### config.mk
export PLATFORM = sky130hd
export DESIGN_NAME = mux_2to1_arbiter_flat
export DESIGN_NICKNAME = d
export VERILOG_FILES = /design/src/rtl/mux_arb_pkg.sv /design/src/rtl/mux_2to1_arbiter_if.sv /design/src/rtl/mux_2to1.sv /design/src/rtl/mux_2to1_arbiter.sv /design/src/flat_wrapper.sv
export SDC_FILE = /design/constraint.sdc
export NUM_CORES = 1
export LEC_CHECK = 0
export ABC_AREA = 1
export CAP_MARGIN = 10
export CORE_MARGIN = 3
export CORE_UTILIZATION = 25
export DETAILED_ROUTE_END_ITERATION = 10
export DONT_BUFFER_PORTS = 1
export GPL_TIMING_DRIVEN = 0
export REMOVE_ABC_BUFFERS = 1
export SLEW_MARGIN = 15
export SYNTH_ARGS = -nofsm -noshare
export SYNTH_HDL_FRONTEND = slang
export SYNTH_SLANG_ARGS = --single-unit
### constraint.sdc
create_clock -name clk_i -period 3.91 [get_ports clk_i]
set_input_delay 0.391 -clock clk_i [delete_from_list [all_inputs] [get_ports clk_i]]
set_output_delay 0.391 -clock clk_i [all_outputs]
set_load 0.01 [all_outputs]
### src/rtl/mux_arb_pkg.sv
// Shared types and helpers for the two-requester round-robin arbiter.
package mux_arb_pkg;

  typedef enum logic [1:0] {
    ARB_IDLE  = 2'd0,
    ARB_OWN_A = 2'd1,
    ARB_OWN_B = 2'd2
  } arb_state_e;

  typedef enum logic {
    SRC_A = 1'b0,
    SRC_B = 1'b1
  } src_e;

  function automatic src_e other_src(input src_e s);
    return (s == SRC_A) ? SRC_B : SRC_A;
  endfunction

  function automatic arb_state_e own_state(input src_e s);
    return (s == SRC_A) ? ARB_OWN_A : ARB_OWN_B;
  endfunction

endpackage

### src/rtl/mux_2to1_arbiter_if.sv
// Stream bundle between the two requesters, the arbiter and the shared sink.
// slave: arbiter side; master: producers/sink side.
interface mux_2to1_arbiter_if #(
  parameter int unsigned DATA_W = 8
);
  logic              a_valid_i;
  logic              a_ready_o;
  logic [DATA_W-1:0] a_data_i;
  logic              b_valid_i;
  logic              b_ready_o;
  logic [DATA_W-1:0] b_data_i;
  logic              y_valid_o;
  logic              y_ready_i;
  logic [DATA_W-1:0] y_data_o;
  logic              sel_o;
  logic              busy_o;

  modport slave (
    input  a_valid_i, a_data_i, b_valid_i, b_data_i, y_ready_i,
    output a_ready_o, b_ready_o, y_valid_o, y_data_o, sel_o, busy_o
  );

  modport master (
    output a_valid_i, a_data_i, b_valid_i, b_data_i, y_ready_i,
    input  a_ready_o, b_ready_o, y_valid_o, y_data_o, sel_o, busy_o
  );
endinterface

### src/rtl/mux_2to1.sv
// Existing 1-bit 2:1 mux cell: sel_i=0 passes a_i, sel_i=1 passes b_i.
module mux_2to1 (
  input  logic a_i,
  input  logic b_i,
  input  logic sel_i,
  output logic y_o
);
  assign y_o = sel_i ? b_i : a_i;
endmodule

### src/rtl/mux_2to1_arbiter.sv
// Round-robin, burst-limited arbiter sharing one registered 2:1 data path
// between stream requesters A and B.
// Optional grant statistics counters: define MUX_ARB_STATS_EN.
//
// state     | meaning
// ARB_IDLE  | no owner; contention goes to the requester != last_grant
// ARB_OWN_A | A took the last beat; keeps grant until burst limit with B waiting
// ARB_OWN_B | B took the last beat; keeps grant until burst limit with A waiting
module mux_2to1_arbiter
  import mux_arb_pkg::*;
#(
  parameter int unsigned DATA_W    = 8,
  parameter int unsigned MAX_BURST = 4
`ifdef MUX_ARB_STATS_EN
  , parameter int unsigned CNT_W   = 16
`endif
) (
  input  logic clk_i,
  input  logic rst_ni,
`ifdef MUX_ARB_STATS_EN
  output logic [CNT_W-1:0] gnt_cnt_a_o,
  output logic [CNT_W-1:0] gnt_cnt_b_o,
`endif
  mux_2to1_arbiter_if.slave bus
);

  localparam int unsigned BURST_W = $clog2(MAX_BURST + 1);
  localparam logic [BURST_W-1:0] BURST_MAX = BURST_W'(MAX_BURST);

  arb_state_e         state_q, state_d;
  src_e               last_q, last_d;
  logic [BURST_W-1:0] burst_q, burst_d;
  logic               y_valid_q, y_valid_d;
  logic [DATA_W-1:0]  y_data_q, y_data_d;
  src_e               sel_q, sel_d;
`ifdef MUX_ARB_STATS_EN
  logic [CNT_W-1:0]   cnt_a_q, cnt_a_d, cnt_b_q, cnt_b_d;
`endif

  src_e              gnt;
  src_e              owner;
  logic              out_ready;
  logic              gnt_valid;
  logic              xfer;
  logic [DATA_W-1:0] mux_y;

  // Data steering through the existing bit-slice mux cell.
  for (genvar k = 0; k < DATA_W; k++) begin : g_mux
    mux_2to1 u_mux (
      .a_i   (bus.a_data_i[k]),
      .b_i   (bus.b_data_i[k]),
      .sel_i (gnt),
      .y_o   (mux_y[k])
    );
  end

  // Grant decision: owner keeps the grant until the burst limit while the
  // other side waits; a saturated owner keeps going only if the other is idle.
  always_comb begin
    gnt   = SRC_A;
    owner = (state_q == ARB_OWN_B) ? SRC_B : SRC_A;
    unique case (state_q)
      ARB_OWN_A: begin
        if (bus.a_valid_i && (burst_q < BURST_MAX || !bus.b_valid_i)) gnt = SRC_A;
        else if (bus.b_valid_i)                                       gnt = SRC_B;
        else                                                          gnt = SRC_A;
      end
      ARB_OWN_B: begin
        if (bus.b_valid_i && (burst_q < BURST_MAX || !bus.a_valid_i)) gnt = SRC_B;
        else if (bus.a_valid_i)                                       gnt = SRC_A;
        else                                                          gnt = SRC_B;
      end
      default: begin
        if (bus.a_valid_i && bus.b_valid_i) gnt = other_src(last_q);
        else if (bus.b_valid_i)             gnt = SRC_B;
        else                                gnt = SRC_A;
      end
    endcase
    out_ready = !y_valid_q || bus.y_ready_i;
    gnt_valid = (gnt == SRC_A) ? bus.a_valid_i : bus.b_valid_i;
    xfer      = out_ready && gnt_valid;
  end

  // Next-state for FSM, burst tracking and output register; everything
  // freezes while the sink stalls a valid output beat.
  always_comb begin
    state_d   = state_q;
    last_d    = last_q;
    burst_d   = burst_q;
    y_valid_d = y_valid_q;
    y_data_d  = y_data_q;
    sel_d     = sel_q;
    if (out_ready) begin
      y_valid_d = xfer;
      if (xfer) begin
        state_d  = own_state(gnt);
        last_d   = gnt;
        y_data_d = mux_y;
        sel_d    = gnt;
        if (state_q == ARB_IDLE || gnt != owner || burst_q == BURST_MAX)
          burst_d = BURST_W'(1);
        else
          burst_d = burst_q + 1'b1;
      end else begin
        state_d = ARB_IDLE;
      end
    end
`ifdef MUX_ARB_STATS_EN
    cnt_a_d = cnt_a_q;
    cnt_b_d = cnt_b_q;
    if (xfer && gnt == SRC_A && cnt_a_q != '1) cnt_a_d = cnt_a_q + 1'b1;
    if (xfer && gnt == SRC_B && cnt_b_q != '1) cnt_b_d = cnt_b_q + 1'b1;
`endif
  end

  // All arbiter state and the output stage; last_grant resets to B so A
  // wins the first contention.
  always_ff @(posedge clk_i or negedge rst_ni) begin
    if (!rst_ni) begin
      state_q   <= ARB_IDLE;
      last_q    <= SRC_B;
      burst_q   <= '0;
      y_valid_q <= 1'b0;
      y_data_q  <= '0;
      sel_q     <= SRC_A;
`ifdef MUX_ARB_STATS_EN
      cnt_a_q   <= '0;
      cnt_b_q   <= '0;
`endif
    end else begin
      state_q   <= state_d;
      last_q    <= last_d;
      burst_q   <= burst_d;
      y_valid_q <= y_valid_d;
      y_data_q  <= y_data_d;
      sel_q     <= sel_d;
`ifdef MUX_ARB_STATS_EN
      cnt_a_q   <= cnt_a_d;
      cnt_b_q   <= cnt_b_d;
`endif
    end
  end

  assign bus.a_ready_o = xfer && (gnt == SRC_A);
  assign bus.b_ready_o = xfer && (gnt == SRC_B);
  assign bus.y_valid_o = y_valid_q;
  assign bus.y_data_o  = y_data_q;
  assign bus.sel_o     = sel_q;
  assign bus.busy_o    = (state_q != ARB_IDLE) || y_valid_q;
`ifdef MUX_ARB_STATS_EN
  assign gnt_cnt_a_o   = cnt_a_q;
  assign gnt_cnt_b_o   = cnt_b_q;
`endif

endmodule

### src/flat_wrapper.sv
// flat-port wrapper written by rule: the top's interface ports become plain ports
module mux_2to1_arbiter_flat import mux_arb_pkg::*;
#(
  parameter int unsigned DATA_W    = 8,
  parameter int unsigned MAX_BURST = 4

)
  (clk_i, rst_ni, bus_a_valid_i, bus_a_data_i, bus_b_valid_i, bus_b_data_i, bus_y_ready_i, bus_a_ready_o, bus_b_ready_o, bus_y_valid_o, bus_y_data_o, bus_sel_o, bus_busy_o);
  mux_2to1_arbiter_if #(.DATA_W(DATA_W)) bus_i ();
  input  logic clk_i;
  input  logic rst_ni;
  input wire logic [$bits(bus_i.a_valid_i)-1:0] bus_a_valid_i;
  input wire logic [$bits(bus_i.a_data_i)-1:0] bus_a_data_i;
  input wire logic [$bits(bus_i.b_valid_i)-1:0] bus_b_valid_i;
  input wire logic [$bits(bus_i.b_data_i)-1:0] bus_b_data_i;
  input wire logic [$bits(bus_i.y_ready_i)-1:0] bus_y_ready_i;
  output wire logic [$bits(bus_i.a_ready_o)-1:0] bus_a_ready_o;
  output wire logic [$bits(bus_i.b_ready_o)-1:0] bus_b_ready_o;
  output wire logic [$bits(bus_i.y_valid_o)-1:0] bus_y_valid_o;
  output wire logic [$bits(bus_i.y_data_o)-1:0] bus_y_data_o;
  output wire logic [$bits(bus_i.sel_o)-1:0] bus_sel_o;
  output wire logic [$bits(bus_i.busy_o)-1:0] bus_busy_o;
  assign bus_i.a_valid_i = bus_a_valid_i;
  assign bus_i.a_data_i = bus_a_data_i;
  assign bus_i.b_valid_i = bus_b_valid_i;
  assign bus_i.b_data_i = bus_b_data_i;
  assign bus_i.y_ready_i = bus_y_ready_i;
  assign bus_a_ready_o = bus_i.a_ready_o;
  assign bus_b_ready_o = bus_i.b_ready_o;
  assign bus_y_valid_o = bus_i.y_valid_o;
  assign bus_y_data_o = bus_i.y_data_o;
  assign bus_sel_o = bus_i.sel_o;
  assign bus_busy_o = bus_i.busy_o;
  mux_2to1_arbiter #(.DATA_W(DATA_W), .MAX_BURST(MAX_BURST)) u_core (.clk_i(clk_i), .rst_ni(rst_ni), .bus(bus_i));
endmodule
======== Yosys cells after proc, flatten, opt, wreduce, memory -nomap -nowiden ========
Cells that the tools add are included.
word-level totals
  memories kept ........................... 0
  memory bits (read-only) ................. 0
  bits in writable memories ............... 0
  logic and storage cells ................. 51
  input bits .............................. 21
  bits in latches ......................... 0
  register bits after elaboration ......... 16
cells by class
  multiplexer cells ....................... 20
  shift operators ......................... 0
  equality and inequality tests ........... 4
  add/sub/neg operators ................... 1
  reductions and logical operators ........ 18
  multiply operators ...................... 0
  magnitude comparators ................... 1
  div/mod/pow operators ................... 0
  bitwise gates (word level) .............. 1
operators with widths
  cell                                               number
  2-to-1 mux 1 bit                                   16
  logical AND 1 bit                                  6
  logical OR 1 bit                                   6
  2-to-1 mux 2 bit                                   2
  adder 3 x 1 -> 3 bit, second input constant        1
  == test 3 bit, second input constant               1
  logical NOT 1 bit                                  3
  less-than comparator 3 bit, second input constant  1
  2-to-1 mux 3 bit                                   1
  == test 2 x 1 -> 1 bit, second input constant      1
  == test 2 bit, second input constant               1
  logical NOT 2 bit                                  1
  one-hot mux 1 bit (2 select lines)                 1
  AND reduction 2 bit                                1
  nonzero test 2 bit                                 1
  != test 1 bit                                      1
  inverter 1 bit                                     1

======== Depth between registers and ports, before layout ========
  word-level depth ........................ 9
  depth in mapped cells ................... 12

======== Modules after synthesis ========
Synthesis repeated with hierarchy kept, for this count alone.
second synthesis, totals
  cells, all modules ...................... 132
  area, all modules ....................... 957.2 µm²
modules (own cells, without submodules)
  module            area each (µm²)  cells an instance  instances
  mux_2to1_arbiter  837.1            100                1
  mux_2to1          15.0             4                  8

======== Least setup slack after synthesis ========
OpenSTA, ideal clock, no wires.
  path kind ............................... register to output
  start point ............................. register u_core.state_q[0]
  end point ............................... output bus_a_ready_o
  setup slack ............................. 1,941 ps
  required time ........................... 3,519 ps
  arrival ................................. 1,578 ps
  stages on the path, launching flop included .. 8
  cells stage by stage .................... dfrtp_1 inv_1 ha_1 or2_1 nand3_1 nand3_2 buf_6 nor2_1
between the ends
  cells in the longest elaborated chain, start to end .. 5
  elaborated cells between the ends (all ways) .. 7
  classes of those cells .................. eq/ne (2); mux (2); bitwise (1); reduce/logical (2)
RTL lines
  what                                                            RTL line                 source
  from (decl)                                                     mux_2to1_arbiter.sv:30   arb_state_e state_q, state_d;
  from (signal assigned)                                          mux_2to1_arbiter.sv:131  state_q <= state_d;
  == test 2 bit / == test 2 x 1 -> 1 bit (equally long branches)  mux_2to1_arbiter.sv:62   unique case (state_q)
  one-hot mux 1 bit (2 select lines) *                            mux_2to1_arbiter.sv:62
  2-to-1 mux 1 bit                                                mux_2to1_arbiter.sv:80   gnt_valid = (gnt == SRC_A) ? bus.a_valid_i : bus.b_valid_i;
  logical AND 1 bit                                               mux_2to1_arbiter.sv:81   xfer = out_ready && gnt_valid;
  logical AND 1 bit *                                             mux_2to1_arbiter.sv:144  assign bus.a_ready_o = xfer && (gnt == SRC_A);
  to (decl)                                                       flat_wrapper.sv:17       output wire logic [$bits(bus_i.a_ready_o)-1:0] bus_a_ready_o;
Every way passes the cells marked *; elsewhere a longest branch is shown, timed or not.

======== Worst setup path in the final report ========
  start point ............................. register u_core.state_q[0]
  end point ............................... output bus_b_ready_o
between the ends
  cells in the longest elaborated chain, start to end .. 5
  elaborated cells between the ends (all ways) .. 6
  classes of those cells .................. eq/ne (2); mux (2); reduce/logical (2)
RTL lines
  what                                                            RTL line                 source
  == test 2 bit / == test 2 x 1 -> 1 bit (equally long branches)  mux_2to1_arbiter.sv:62
  one-hot mux 1 bit (2 select lines) *                            mux_2to1_arbiter.sv:62
  2-to-1 mux 1 bit                                                mux_2to1_arbiter.sv:80
  logical AND 1 bit                                               mux_2to1_arbiter.sv:81
  logical AND 1 bit *                                             mux_2to1_arbiter.sv:145  assign bus.b_ready_o = xfer && (gnt == SRC_B);
  to (decl)                                                       flat_wrapper.sv:18       output wire logic [$bits(bus_i.b_ready_o)-1:0] bus_b_ready_o;
Marked as above.

==> flow_summary.json <==
{
  "synthFlopType": "dfrtp_1",
  "cts_tree": "done",
  "pre_cts_slack_ns": 1.65,
  "synthCells": 125,
  "fill_cells": 392,
  "cts.path.max_buffers": 2,
  "status": "completed",
  "ioPinCount": 34,
  "clkSinkCount": 16,
  "syn_to_final_growth_pct": 9.44,
  "grt_antenna_before_repair": 0,
  "vias_per_cell": 4.34,
  "synth_cell_types": 18,
  "rsz0062_at_grt": "false",
  "layout_setup_ws_ns": 1.41,
  "insertion_delay_ns": 0.25,
  "clock-root-buffer": "clkbuf_8",
  "avgSynthCellArea_sq_um": 7.53,
  "path_max_fanout": 12,
  "fin_setup_tns_ns": 0,
  "p_leak_nw": 0.582,
  "synth_largest_area_cell": "dfrtp_1",
  "dieArea_sq_um": 4540,
  "drt-pass1-iter-count": 4,
  "die_x_um": 67.4,
  "cap_violations": 0,
  "drv_slew": 0,
  "hp-class": "primary input to flip-flop",
  "worstPathRequired_ns": 3.52,
  "vias": 750,
  "cts_buffers": 3,
  "fmax_mhz": 399,
  "nets": 154,
  "htree_levels": 1,
  "grt_pass1_vias": 754,
  "synth_commonest_cells": "68 x nand2_1, 15 x dfrtp_1, 11 x inv_1",
  "layout-drive-gt1-share": 0.102,
  "power.density_nw_per_um2": 906,
  "path_clk_slew_ns": 0.06,
  "yosys_warnings": 0,
  "crit_type": "flip-flop to primary output",
  "fp.dieH_um": 67.4,
  "multi_input_area_sq_um": 460,
  "synth.area.top_cells": "dfrtp_1 40%, nand2_1 27%, ha_1 6.6%",
  "portBuffers": 0,
  "hold_viol_final": 0,
  "place_congestion": 0.720,
  "cts_resized": 0,
  "wl_per_cell_um": 10.7,
  "regArea_sq_um": 402,
  "setup_viol": 0,
  "hpwl_um": 1500,
  "grtUsageTotal": 0.0990,
  "end_kind": "primary output",
  "crit_arrival_ns": 2.11,
  "synth_edf_count": 0,
  "relSlewSlack": 0.538,
  "yosysMostFrequentCell": "nand2_1",
  "placementRows": 21,
  "finClkSkew_ns": 0.00249,
  "start_kind": "flip-flop",
  "drt-total-wl_um": 1850,
  "grt_pass1_wl_um": 3360,
  "ant_nets": 0,
  "start_util": 0.271,
  "synth_top_area_share": 0.399,
  "fp.coreArea_sq_um": 3470,
  "power_uw": 933,
  "grt_max_degree": 17,
  "route.detailed.drc": 0,
  "syn_area_sq_um": 941,
  "grt_overflow_total": 0,
  "tightest_slew_ns": 0.690,
  "drtIter0Drc": 13,
  "synth-seq-area-share": 0.427,
  "antenna_cells": 0,
  "ir_worst_vdd_mv": 0.303,
  "holdWs_ns": 0.342,
  "finalCoreUtilization": 0.297,
  "synth-async-reset-ratio": 1.00,
  "period_share": 0.641,
  "ys_ff_latch": 16,
  "period_needed_ns": 2.50
}
power breakdown:
group	internal (mW)	leakage [nW]	switching [mW]
Sequential	0.249	0.198	0.0803
Clock	0.0892	0.0288	0.0547
Combinational	0.146	0.355	0.314
Total	0.484	0.582	0.449
sequential cells by signal (all words and copies together), names as in the netlist:
| register | flops |
|---|---|
| u_core.last_q | 1 |
| u_core.bus.y_valid_o | 1 |
| u_core.bus.sel_o | 1 |
| u_core.bus.y_data_o | 8 |
| u_core.burst_q | 3 |
| u_core.state_q | 2 |
layout by cell type, fill, tap and decap left out:
cell type,instances
dfrtp_1,15
nand2_2,1
dlygate4sd3_1,1
inv_1,11
xor2_1,1
inv_2,1
or2_1,1
nand2_4,2
dfstp_2,1
nand2_1,68
nand3_2,3
nor2_1,3
ha_1,5
o22ai_1,1
nand3_1,4
clkbuf_8,4
a21oi_1,3
o21ai_0,1
nor2_4,1
per-stage QoR:
stage	cells	area, sq um
6_report	173	1030
5_1_grt	173	1030
4_1_cts	173	1030
3_5_place_dp	168	965
3_3_place_gp	168	965
2_1_floorplan	122	907
final cells by class:
type                            count  share of cell area
Timing Repair Buffer                1             0.00972
Clock buffer                        4              0.0535
Sequential cell                    16               0.390
Inverter                           12              0.0437
Tap cell                           46              0.0559
Multi-Input combinational cell     94               0.447
worst paths after layout:
kind	startpoint	to	slack (ns)	cells past startpoint
setup / recovery	u_core.state_q[0]$_DFFE_PN0P_	bus_b_ready_o	1.41	8
hold / removal	bus_b_data_i[1]	u_core.bus.y_data_o[1]$_DFFE_PN0P_	0.34	4
setup reg to reg	u_core.state_q[0]$_DFFE_PN0P_	u_core.state_q[1]$_DFFE_PN0P_	1.99	8
hold reg to reg	u_core.last_q$_DFFE_PN1P_	u_core.last_q$_DFFE_PN1P_	0.47	2
max in group asynchronous	rst_ni	u_core.bus.y_data_o[0]$_DFFE_PN0P_	2.84	1
min in group asynchronous	rst_ni	u_core.bus.y_data_o[6]$_DFFE_PN0P_	0.63	1
logic make-up (layout without fill, tap and decap cells):
logic type               Yosys count  after routing  synth area share
AND/OR/NAND/NOR                   83             83             0.386
flip-flops                        16             16             0.427
buffers and inverters             15             17            0.0838
adder cells (fa/ha/maj)            5              5            0.0665
AO/OA/AOI/OAI                      5              5            0.0279
XOR/XNOR                           1              1           0.00931
repair_timing:
action                     in CTS  in global routing
hold buffers                    1                  0
setup endpoints to repair       0                  0
setup buffers                   0                  0
hold endpoints to repair       16                  0
worst max-delay path, cell delays in order (launching register included):
cell and delay [ns]:
dfrtp_1 0.36, inv_1 0.08, ha_1 0.32, or2_1 0.31, nand3_1 0.17, nand2_2 0.09, nor2_4 0.24, nand2_1 0.17
inv_1 0.13
per-layer routing:
metal  GRT usage  part of all wire  wire [um]  vias to the layer above
met2       0.145              0.40        744                       37
met1       0.131              0.48        887                      328
met5           0                 0          0                        -
met4      0.0481             0.017         31                        0
li1            -                 -          -                      381
met3      0.0316              0.10        184                        4
Note: power is estimated with default switching activity, not from simulation.
